$ cat config.mk
export PLATFORM = sky130hd
export DESIGN_NAME = alu_pwr_seq
export DESIGN_NICKNAME = d
export VERILOG_FILES = /design/src/rtl/alu_pwr_seq.sv
export SDC_FILE = /design/constraint.sdc
export NUM_CORES = 1
export LEC_CHECK = 0
export ABC_AREA = 1
export BUFFER_PORTS_ARGS = -buffer_cell sky130_fd_sc_hd__buf_2
export CAP_MARGIN = 30
export CORE_MARGIN = 4
export CORE_UTILIZATION = 54
export CTS_CLUSTER_DIAMETER = 60
export DETAILED_ROUTE_END_ITERATION = 7
export PLACE_DENSITY = 0.75
export SETUP_SLACK_MARGIN = 0.2
export SYNTH_ARGS = -nofsm -noshare
export SYNTH_HDL_FRONTEND = slang
export SYNTH_SLANG_ARGS = --single-unit
$ cat constraint.sdc
create_clock -name clk -period 1.9 [get_ports clk]
set_clock_uncertainty 0.1 [all_clocks]
set_input_delay 0.095 -clock clk [delete_from_list [all_inputs] [get_ports clk]]
set_output_delay 0.095 -clock clk [all_outputs]
set_load 0.01 [all_outputs]
$ cat src/rtl/alu_pwr_seq.sv
// rtl/alu_pwr_seq.sv - power-down/power-up sequencer for the ALU power domain
module alu_pwr_seq #(
  parameter int unsigned SAVE_CYCLES    = 2,
  parameter int unsigned ISO_CYCLES     = 2,
  parameter int unsigned RAMP_CYCLES    = 4,
  parameter int unsigned RESTORE_CYCLES = 2
) (
  input  logic       clk,
  input  logic       rst,
  input  logic       sleep_req,
  input  logic       alu_busy,
  output logic       alu_pwr_en,
  output logic       iso_en,
  output logic       save,
  output logic       restore,
  output logic       pd_off,
  output logic       seq_busy,
  output logic [2:0] pwr_state,
  output logic [7:0] off_count
);

  typedef enum logic [2:0] {
    ST_ON      = 3'd0,
    ST_SAVE    = 3'd1,
    ST_ISO     = 3'd2,
    ST_OFF     = 3'd3,
    ST_PWR_UP  = 3'd4,
    ST_RESTORE = 3'd5
  } state_t;

  localparam logic [7:0] SAVE_LAST    = 8'(SAVE_CYCLES - 1);
  localparam logic [7:0] ISO_LAST     = 8'(ISO_CYCLES - 1);
  localparam logic [7:0] RAMP_LAST    = 8'(RAMP_CYCLES - 1);
  localparam logic [7:0] RESTORE_LAST = 8'(RESTORE_CYCLES - 1);

  state_t     state;
  state_t     next_state;
  logic [7:0] dwell;
  logic       nxt_pwr_en;
  logic       nxt_iso;
  logic       nxt_save;
  logic       nxt_restore;

  // State register, dwell counter and OFF-entry counter
  always_ff @(posedge clk) begin
    if (rst) begin
      state     <= ST_ON;
      dwell     <= 8'd0;
      off_count <= 8'd0;
    end else begin
      state <= next_state;
      if (next_state != state || state == ST_ON || state == ST_OFF)
        dwell <= 8'd0;
      else
        dwell <= dwell + 8'd1;
      if (state == ST_ISO && next_state == ST_OFF && off_count != 8'hFF)
        off_count <= off_count + 8'd1;
    end
  end

  // Request is only looked at in ON and OFF; timed states always run to completion
  always_comb begin
    next_state = state;
    case (state)
      ST_ON:      if (sleep_req && !alu_busy)  next_state = ST_SAVE;
      ST_SAVE:    if (dwell == SAVE_LAST)      next_state = ST_ISO;
      ST_ISO:     if (dwell == ISO_LAST)       next_state = ST_OFF;
      ST_OFF:     if (!sleep_req)              next_state = ST_PWR_UP;
      ST_PWR_UP:  if (dwell == RAMP_LAST)      next_state = ST_RESTORE;
      ST_RESTORE: if (dwell == RESTORE_LAST)   next_state = ST_ON;
      default:                                 next_state = ST_ON;
    endcase
  end

  always_comb begin
    nxt_pwr_en  = 1'b1;
    nxt_iso     = 1'b0;
    nxt_save    = 1'b0;
    nxt_restore = 1'b0;
    case (next_state)
      ST_SAVE:    nxt_save = 1'b1;
      ST_ISO:     nxt_iso  = 1'b1;
      ST_OFF: begin
        nxt_pwr_en = 1'b0;
        nxt_iso    = 1'b1;
      end
      ST_PWR_UP:  nxt_iso  = 1'b1;
      ST_RESTORE: begin
        nxt_iso     = 1'b1;
        nxt_restore = 1'b1;
      end
      default: ;
    endcase
  end

  // Outputs are decoded from the next state so they are registered yet track state exactly
  always_ff @(posedge clk) begin
    if (rst) begin
      alu_pwr_en <= 1'b1;
      iso_en     <= 1'b0;
      save       <= 1'b0;
      restore    <= 1'b0;
      pd_off     <= 1'b0;
      seq_busy   <= 1'b0;
      pwr_state  <= 3'd0;
    end else begin
      alu_pwr_en <= nxt_pwr_en;
      iso_en     <= nxt_iso;
      save       <= nxt_save;
      restore    <= nxt_restore;
      pd_off     <= (next_state == ST_OFF);
      seq_busy   <= (next_state != ST_ON) && (next_state != ST_OFF);
      pwr_state  <= next_state;
    end
  end

endmodule

== Word-level counts from Yosys, hierarchy flattened ==
Cells that the tools add are included.
Operators by class
  add/subtract/negate cells: 2
  equality and inequality tests: 15
  multiplexer cells: 11
  reduce and logical (&&, ||, !) cells: 11
Operators with widths (number)
  3-bit two-way mux: 6
  3-bit one-hot mux with 6 select lines: 1
  8-bit by 1-bit adder with 8-bit output (second input constant): 2
  3-bit by 2-bit == test with 1-bit output (second input constant): 4
  3-bit == test (second input constant): 4
  8-bit by 1-bit == test with 1-bit output (second input constant): 1
  8-bit by 2-bit == test with 1-bit output (second input constant): 1
  8-bit != test (second input constant): 1
  3-bit by 1-bit == test with 1-bit output (second input constant): 2
  1-bit logical AND: 4
  1-bit two-way mux: 4
  4-bit OR reduction: 1
  3-bit logical NOT: 1
  3-bit by 2-bit != test with 1-bit output (second input constant): 1
  3-bit != test: 1
  3-bit nonzero test: 1
  1-bit logical OR: 2
  2-bit OR reduction: 1
  1-bit logical NOT: 1
Word-level totals
  register bits after elaboration: 25
  input bits: 4
  output and inout port bits: 17
  word-level logic and storage cells: 48

== Longest topological paths before layout ==
Gate-level depths: netlist of run 1.
  depth after elaboration: 8
  gate-level depth with buffers: 11
  gate-level depth less buffers: 11

== Worst setup path after synthesis of run 1 ==
No wires, ideal clock.
  kind: register -> register
  from: register dwell[0]
  to: register off_count[7]
  setup time: 67 ps
  arrival time: 1265 ps
  required time: 1733 ps
  setup slack: 468 ps
  cell stages (with the launch flop): 10
  path buffers: 0
  period minus slack after synthesis: 1432 ps
  cell sequence: dfxtp_1 ha_1 inv_1 nor2_1 nand2_1 nand2_1 nand2_1 nor2_4 nand2_1 a21oi_2
On the way
  word-level cells in the longest chain between the ends: 6
  elaborated cells on any way between the ends: 10
RTL lines
  start: declaration: line 38  | logic [7:0] dwell;
  start signal: assignment: line 55  | dwell <= dwell + 8'd1;
  8-bit by 1-bit == test with 1-bit output / 8-bit by 2-bit == test with 1-bit output (equally long branches)
  3-bit two-way mux, on equally long branches
  3-bit one-hot mux with 6 select lines (*): line 64  | case (state)
  3-bit by 2-bit == test with 1-bit output (*): line 56  | if (state == ST_ISO && next_state == ST_OFF && off_count != 8'hFF)
  1-bit logical AND (*) (2 in series): line 56
  end signal: assignment: line 57  | off_count <= off_count + 8'd1;
  end: declaration: line 19  | output logic [7:0] off_count
Every way passes the cells marked *; elsewhere a longest branch is shown, timed or not.
A chain may end at the register's enable or synchronous reset.

==> metrics.csv, run 1 <==
stage;metric;value;unit
detailed_routing;routed_via_density;4.95;
detailed_routing;vias;1079;
synth;synth_seq_cells;25;
detailed_routing;routed_wl;2.22;mm
clock_tree;ctsHtreeMaxLevel;1;
worst_setup_path;required;2.00;ns
sta;fmaxAchievable;640;MHz
floorplanning;num_rows;16;
sta;period_needed;1.56;ns
detailed_routing;first_pass_iters;4;
synth;yosys.area.top_type;dfxtp_1;
sta;hold_viol_final;0;
floorplanning;io_pins;21;
global_routing;grt_pass1_wl;3.78;mm
detailed_routing;initialDrtViolationCount;20;
hold_path;hp-class;in2reg;
floorplanning;die_h;55.0;µm
detailed_routing;drc;0;
placement;port_buffers;20;
synth;netlist_instances;168;
sta;worst_pin_slew;0.325;ns
synth;synth_top_area_share;42.0;%
synth;synth_ff_type;dfxtp_1;
synth;syn_nets;175;
finish;drive_above_1_share;20.4;%
floorplanning;die_w;55.0;µm
synth;syn_avg_cell_area;7.10;µm²
finish;final_cell_area;0.00137;mm²
floorplanning;design.core.area;0.00202;mm²
synth;netlist_area;0.00119;mm²
worst_setup_path;endpoint_kind;flip-flop;
synth;synthTopCellsByCount;47 x nand2_1, 29 x nor2_1, 25 x dfxtp_1, 16 x inv_1, 9 x nand3_1;
sta;fin_tns_setup;0;ns
sta;slew_headroom;78.3;%
clock_tree;cts_tree;done;
finish;syn_to_final_growth;15.1;%
global_routing;grt_pass1_vias;976;
sta;final_max_slew_viol_count;0;
clock_tree;cts_made_buffers;3;
synth;synthArstFlopShare;0;%
clock_tree;clk_latency;0.31;ns
worst_setup_path;critPathLaunchType;flip-flop;
synth;synth_most_common_cell;nand2_1;
floorplanning;initial_core_util;59.0;%
power;power;830;µW
clock_tree;cts_root_buffer;clkbuf_4;
finish;nets;199;
global_routing;antenna_found_initial;0;
placement;placed_area;0.00132;mm²
power;p_per_area;604;mW/mm²
sta;timing.final.crit_share;82.2;%
power;cellLeakagePower;0.587;nW
global_routing;grt_overflow;0;
worst_setup_path;cp_max_fo;8;
detailed_routing;ant_nets;0;
placement;dp_hpwl;1.68;mm
finish;antenna_cells;0;
placement;gp_congestion;0.820;
worst_setup_path;arrival;1.66;ns
synth;yosysWarnings;0;
sta;rsz0062_at_grt;true;
sta;holdWs;0.0425;ns
sta;setup_viol;0;
status;status;finished, final reports clean;
clock_tree;clock-sinks;25;
synth;synth.distinct_cells;20;
run;cap_violations;0;
synth;synth_seq_area_share;42.0;%
finish;final_util;67.9;%
clock_tree;clockBufferDepth;2;
floorplanning;dieArea;0.00302;mm²
synth;synth_edf_count;0;
power;vdd_drop_max;0.000427;V
synth;ys_top_cells_by_area;dfxtp_1 42%, nand2_1 15%, nor2_1 9.1%, inv_1 5.0%, xnor2_1 4.4%;
global_routing;grt_max_degree;18;
detailed_routing;wl_per_cell;10.2;µm
clock_tree;path_clk_slew;0.13;ns
clock_tree;cts_hold_buffers;0;
worst_setup_path;worst-setup-path-type;reg2reg;
global_routing;gr-usage-all-layers;16.9;%
[cell usage in the layout, fill, tap and decap left out]
cell type	Yosys	routed
dfxtp_2	0	3
a21boi_1	0	1
nand3_1	9	9
buf_2	0	20
a21oi_1	8	6
a21oi_2	1	3
nand2_2	1	3
inv_1	16	16
xnor2_1	6	6
clkinv_2	0	1
nand3b_2	1	1
nand4_1	1	1
nor3_1	7	7
o21a_1	2	2
nand2_1	47	45
nor2_1	29	28
xor2_1	6	6
nor2_2	1	2
nor2_4	1	1
inv_2	1	1
dfxtp_1	25	22
buf_4	0	1
ha_1	3	3
clkbuf_4	0	3
[cells by family (layout without fill, tap and decap cells)]
| logic type | after synthesis | in the layout | synth area share, % |
|---|---|---|---|
| compound gates | 12 | 12 | 5.98 |
| xor+xnor | 12 | 12 | 8.81 |
| fa+ha+maj | 3 | 3 | 3.15 |
| buf+inv | 19 | 42 | 5.98 |
| flops | 25 | 25 | 42.0 |
| simple gates | 97 | 97 | 34.1 |
[stage by stage]
step           instances  worst slack [ns]
6_report             218             0.339
5_1_grt              218             0.191
4_1_cts              217             0.286
3_5_place_dp         213             0.309
3_3_place_gp         213             0.367
2_1_floorplan        168             0.468
[sequential cells by signal, indices dropped and copies added (netlist names)]
signal      flops
alu_pwr_en      1
pd_off          1
save            1
dwell           8
restore         1
iso_en          1
seq_busy        1
off_count       8
pwr_state       3
[metal layers]
metal,global-route usage [%],up-vias,part of all wire (%)
li1,-,570,-
met1,21.0,487,48
met2,29.5,22,48
met3,2.41,0,4.0
met4,6.07,0,0
met5,0,-,0
[report_power, final]
part | internal (mW) | switching (mW)
combinational | 0.0244 | 0.0425
sequential | 0.532 | 0.00649
clock | 0.0784 | 0.145
[final timing paths]
path | start | endpoint | slack [ns] | cells past startpoint
max | pwr_state[2]$_SDFF_PP0_ | dwell[0]$_SDFF_PP0_ | 0.34 | 8
min | rst | pwr_state[0]$_SDFF_PP0_ | 0.04 | 2
max reg2reg | pwr_state[2]$_SDFF_PP0_ | dwell[0]$_SDFF_PP0_ | 0.34 | 8
min reg2reg | dwell[0]$_SDFF_PP0_ | dwell[0]$_SDFF_PP0_ | 0.35 | 1
[critical path, stage by stage (launching register included)]
cell,delay [ns]
dfxtp_1,0.39
inv_2,0.10
nand2_1,0.06
nor2_1,0.23
nand3_1,0.11
nand4_1,0.15
nand2_1,0.08
nand2_2,0.16
nor2_1,0.06
[timing repair]
action / CTS / global route
buffers inserted: 0 / 1
endpoints found under the setup margin: 0 / 18
gates resized for setup: 0 / 9
[final cells by class]
class | instances | area [µm²]
inverter | 17 | 63.8
sequential | 25 | 504
clock inverter | 1 | 5.00
multi-input combinational | 124 | 636
fill | 187 | 649
timing repair buffer | 21 | 108
clock buffer | 3 | 22.5
tap | 27 | 33.8
(Power assumes the default switching activity.)
==> run 2, diff against run 1 <==
- clock period: 1.9 -> 1.6 ns (I/O delays scaled with it)
==> metrics.csv, run 2 (synthesis results as in run 1) <==
stage;metric;value;unit;change
floorplanning;num_rows;16;;unchanged
floorplanning;dieArea;0.00302;mm²;unchanged
worst_setup_path;arrival;1.70;ns;was 1.66 ns
worst_setup_path;cp_max_fo;8;;unchanged
hold_path;hp-class;in2reg;;unchanged
clock_tree;cts_made_buffers;3;;unchanged
sta;fmaxAchievable;656;MHz;was 640 MHz
detailed_routing;first_pass_iters;5;;was 4
worst_setup_path;worst-r2r-cell-count;10;;was 8
placement;placed_area;0.00137;mm²;was 0.00132 mm²
worst_setup_path;cpMaxStageDelayCell;dfxtp_2;;was dfxtp_1
placement;dp.cells;218;;was 213
clock_tree;clockBufferDepth;2;;unchanged
finish;final_util;76.5;%;was 67.9%
sta;worst_slack;0.0764;ns;was 0.339 ns
clock_tree;path_clk_slew;0.15;ns;was 0.13 ns
hold_path;holdCritStartpoint;rst;;unchanged
worst_setup_path;crit_family;simple AND/OR/NAND/NOR gates;;unchanged
worst_setup_path;crit_buf_inv;2;;was 1
detailed_routing;drc;0;;unchanged
finish;n_fill_cell;156;;was 187
sta;holdWs;0.0422;ns;was 0.0425 ns
floorplanning;initial_core_util;59.0;%;unchanged
worst_setup_path;rr_endpoint;off_count[4]$_SDFFE_PP0P_;;was dwell[0]$_SDFF_PP0_
floorplanning;design.core.area;0.00202;mm²;unchanged
sta;final_max_slew_viol_count;0;;unchanged
finish;layout_common_cells;36 x nand2_1, 22 x nor2_1, 20 x buf_2;;was 45 x nand2_1, 28 x nor2_1, 22 x dfxtp_1
clock_tree;cts_tree;done;;unchanged
hold_path;hold_depth;2;;unchanged
worst_setup_path;r2r_start;dwell[1]$_SDFF_PP0_;;was pwr_state[2]$_SDFF_PP0_
global_routing;grt_pass1_wl;4.77;mm;was 3.78 mm
global_routing;antenna_found_initial;0;;unchanged
sta;worst_pin_slew;0.387;ns;was 0.325 ns
placement;gp_congestion;0.799;;was 0.820
power;vdd_drop_max;0.000735;V;was 0.000427 V
sta;setup_viol;0;;unchanged
sta;hold_viol_final;0;;unchanged
worst_setup_path;worst-setup-path-type;reg2reg;;unchanged
status;status;finished, final reports clean;;unchanged
floorplanning;die_w;55.0;µm;unchanged
detailed_routing;ant_nets;0;;unchanged
clock_tree;clk_latency;0.32;ns;was 0.31 ns
finish;syn_to_final_growth;29.8;%;was 15.1%
clock_tree;ctsHtreeMaxLevel;1;;unchanged
clock_tree;clock-sinks;25;;unchanged
placement;dp_hpwl;1.97;mm;was 1.68 mm
placement;port_buffers;20;;unchanged
sta;timing.final.crit_share;95.2;%;was 82.2%
sta;rsz0062_at_grt;true;;unchanged
finish;final_cell_area;0.00155;mm²;was 0.00137 mm²
global_routing;gr-usage-all-layers;22.2;%;was 16.9%
clock_tree;cts_root_buffer;clkbuf_4;;unchanged
worst_setup_path;critPathLaunchType;flip-flop;;unchanged
worst_setup_path;endpoint_kind;flip-flop;;unchanged
finish;top_regs;dwell: 8 flops, off_count: 8 flops, pwr_state: 3 flops;;unchanged
run;cap_violations;0;;unchanged
placement;dp_slack;0.00112;ns;was 0.309 ns
floorplanning;io_pins;21;;unchanged
hold_path;min_to;pwr_state[0]$_SDFF_PP0_;;unchanged
detailed_routing;initialDrtViolationCount;52;;was 20
power;p_per_area;678;mW/mm²;was 604 mW/mm²
clock_tree;cts_hold_buffers;0;;unchanged
global_routing;grt_pass1_vias;1156;;was 976
global_routing;grt_max_degree;18;;unchanged
finish;finalNonFillerCells;225;;was 218
sta;period_needed;1.52;ns;was 1.56 ns
finish;antenna_cells;0;;unchanged
detailed_routing;routed_via_density;5.31;;was 4.95
worst_setup_path;crit_path_max_incr_delay;0.36;ns;was 0.39 ns
detailed_routing;wl_per_cell;13.0;µm;was 10.2 µm
sta;slew_headroom;74.2;%;was 78.3%
worst_setup_path;required;1.77;ns;was 2.00 ns
detailed_routing;routed_wl;2.94;mm;was 2.22 mm
worst_setup_path;r2r_slack;0.08;ns;was 0.34 ns
global_routing;grt_overflow;0;;unchanged
detailed_routing;vias;1195;;was 1079
sta;fin_tns_setup;0;ns;unchanged
power;cellLeakagePower;0.677;nW;was 0.587 nW
floorplanning;die_h;55.0;µm;unchanged
finish;nets;206;;was 199
finish;final_common_cell;nand2_1;;unchanged
power;power;1.05;mW;was 830 µW
worst_setup_path;cp_cell_sequence;inv_2, ha_4, inv_2, nor2_4, nand2_2, nand2_2, nand2_4, nor2_4, nand2_1, a21oi_2;;was inv_2, nand2_1, nor2_1, nand3_1, nand4_1, nand2_1, nand2_2, nor2_1
finish;drive_above_1_share;39.4;%;was 20.4%
==> run 2: where the power goes <==
part | total [mW] | leakage, nW | switching (mW) | internal, mW
Clock | 0.307 | 0.0183 | 0.205 | 0.102
Sequential | 0.641 | 0.208 | 0.0108 | 0.630
Combinational | 0.101 | 0.451 | 0.0655 | 0.0354
==> run 2: worst max-delay path by stage <==
| stage | cells past startpoint | slack [ns] | startpoint | endpoint |
|---|---|---|---|---|
| 6_report | 10 | 0.08 | dwell[1]$_SDFF_PP0_ | off_count[4]$_SDFFE_PP0P_ |
| 3_5_place_dp | 10 | 0.001 | dwell[1]$_SDFF_PP0_ | off_count[3]$_SDFFE_PP0P_ |
| 2_1_floorplan | 10 | 0.20 | dwell[1]$_SDFF_PP0_ | off_count[7]$_SDFFE_PP0P_ |
| 5_1_grt | 9 | -0.01 | dwell[3]$_SDFF_PP0_ | off_count[3]$_SDFFE_PP0P_ |
| 4_1_cts | 10 | 0.09 | dwell[1]$_SDFF_PP0_ | dwell[4]$_SDFF_PP0_ |
| 3_3_place_gp | 10 | 0.07 | dwell[1]$_SDFF_PP0_ | off_count[7]$_SDFFE_PP0P_ |
==> run 2: area by class of cell <==
type	count	area (µm²)	share of cell area, %
clock inverter	1	8.76	0.566
tap	27	33.8	2.18
multi-input combinational	124	738	47.7
clock buffer	3	22.5	1.46
inverter	17	63.8	4.12
sequential	25	520	33.6
timing repair buffer	28	160	10.3
==> run 2: routing by layer <==
metal  share of wire [%]  global-route usage [%]  vias to the layer above  wire length [µm]
met5                   0                       0                        -                 0
met4                 1.7                    9.31                        0                51
met3                 7.9                    6.43                        8               231
met2                  53                    41.1                       52              1560
met1                  37                    23.0                      556              1090
li1                    -                       -                      579                 -
==> run 2: worst reg2reg max path, delay by kind of cell (launching register included) <==
kind	cells	cell delay [ns]
flip-flops	1	0.36
buffers and inverters	2	0.10
adder cells (fa/ha/maj)	1	0.13
AO/OA/AOI/OAI	1	0.11
AND/OR/NAND/NOR	6	0.67
==> run 2: repair_timing <==
action	4_1_cts	5_1_grt
pin swaps	20	11
gates cloned	0	0
resized for setup	24	22
buffers inserted	2	1
endpoints found under the setup margin	23	23
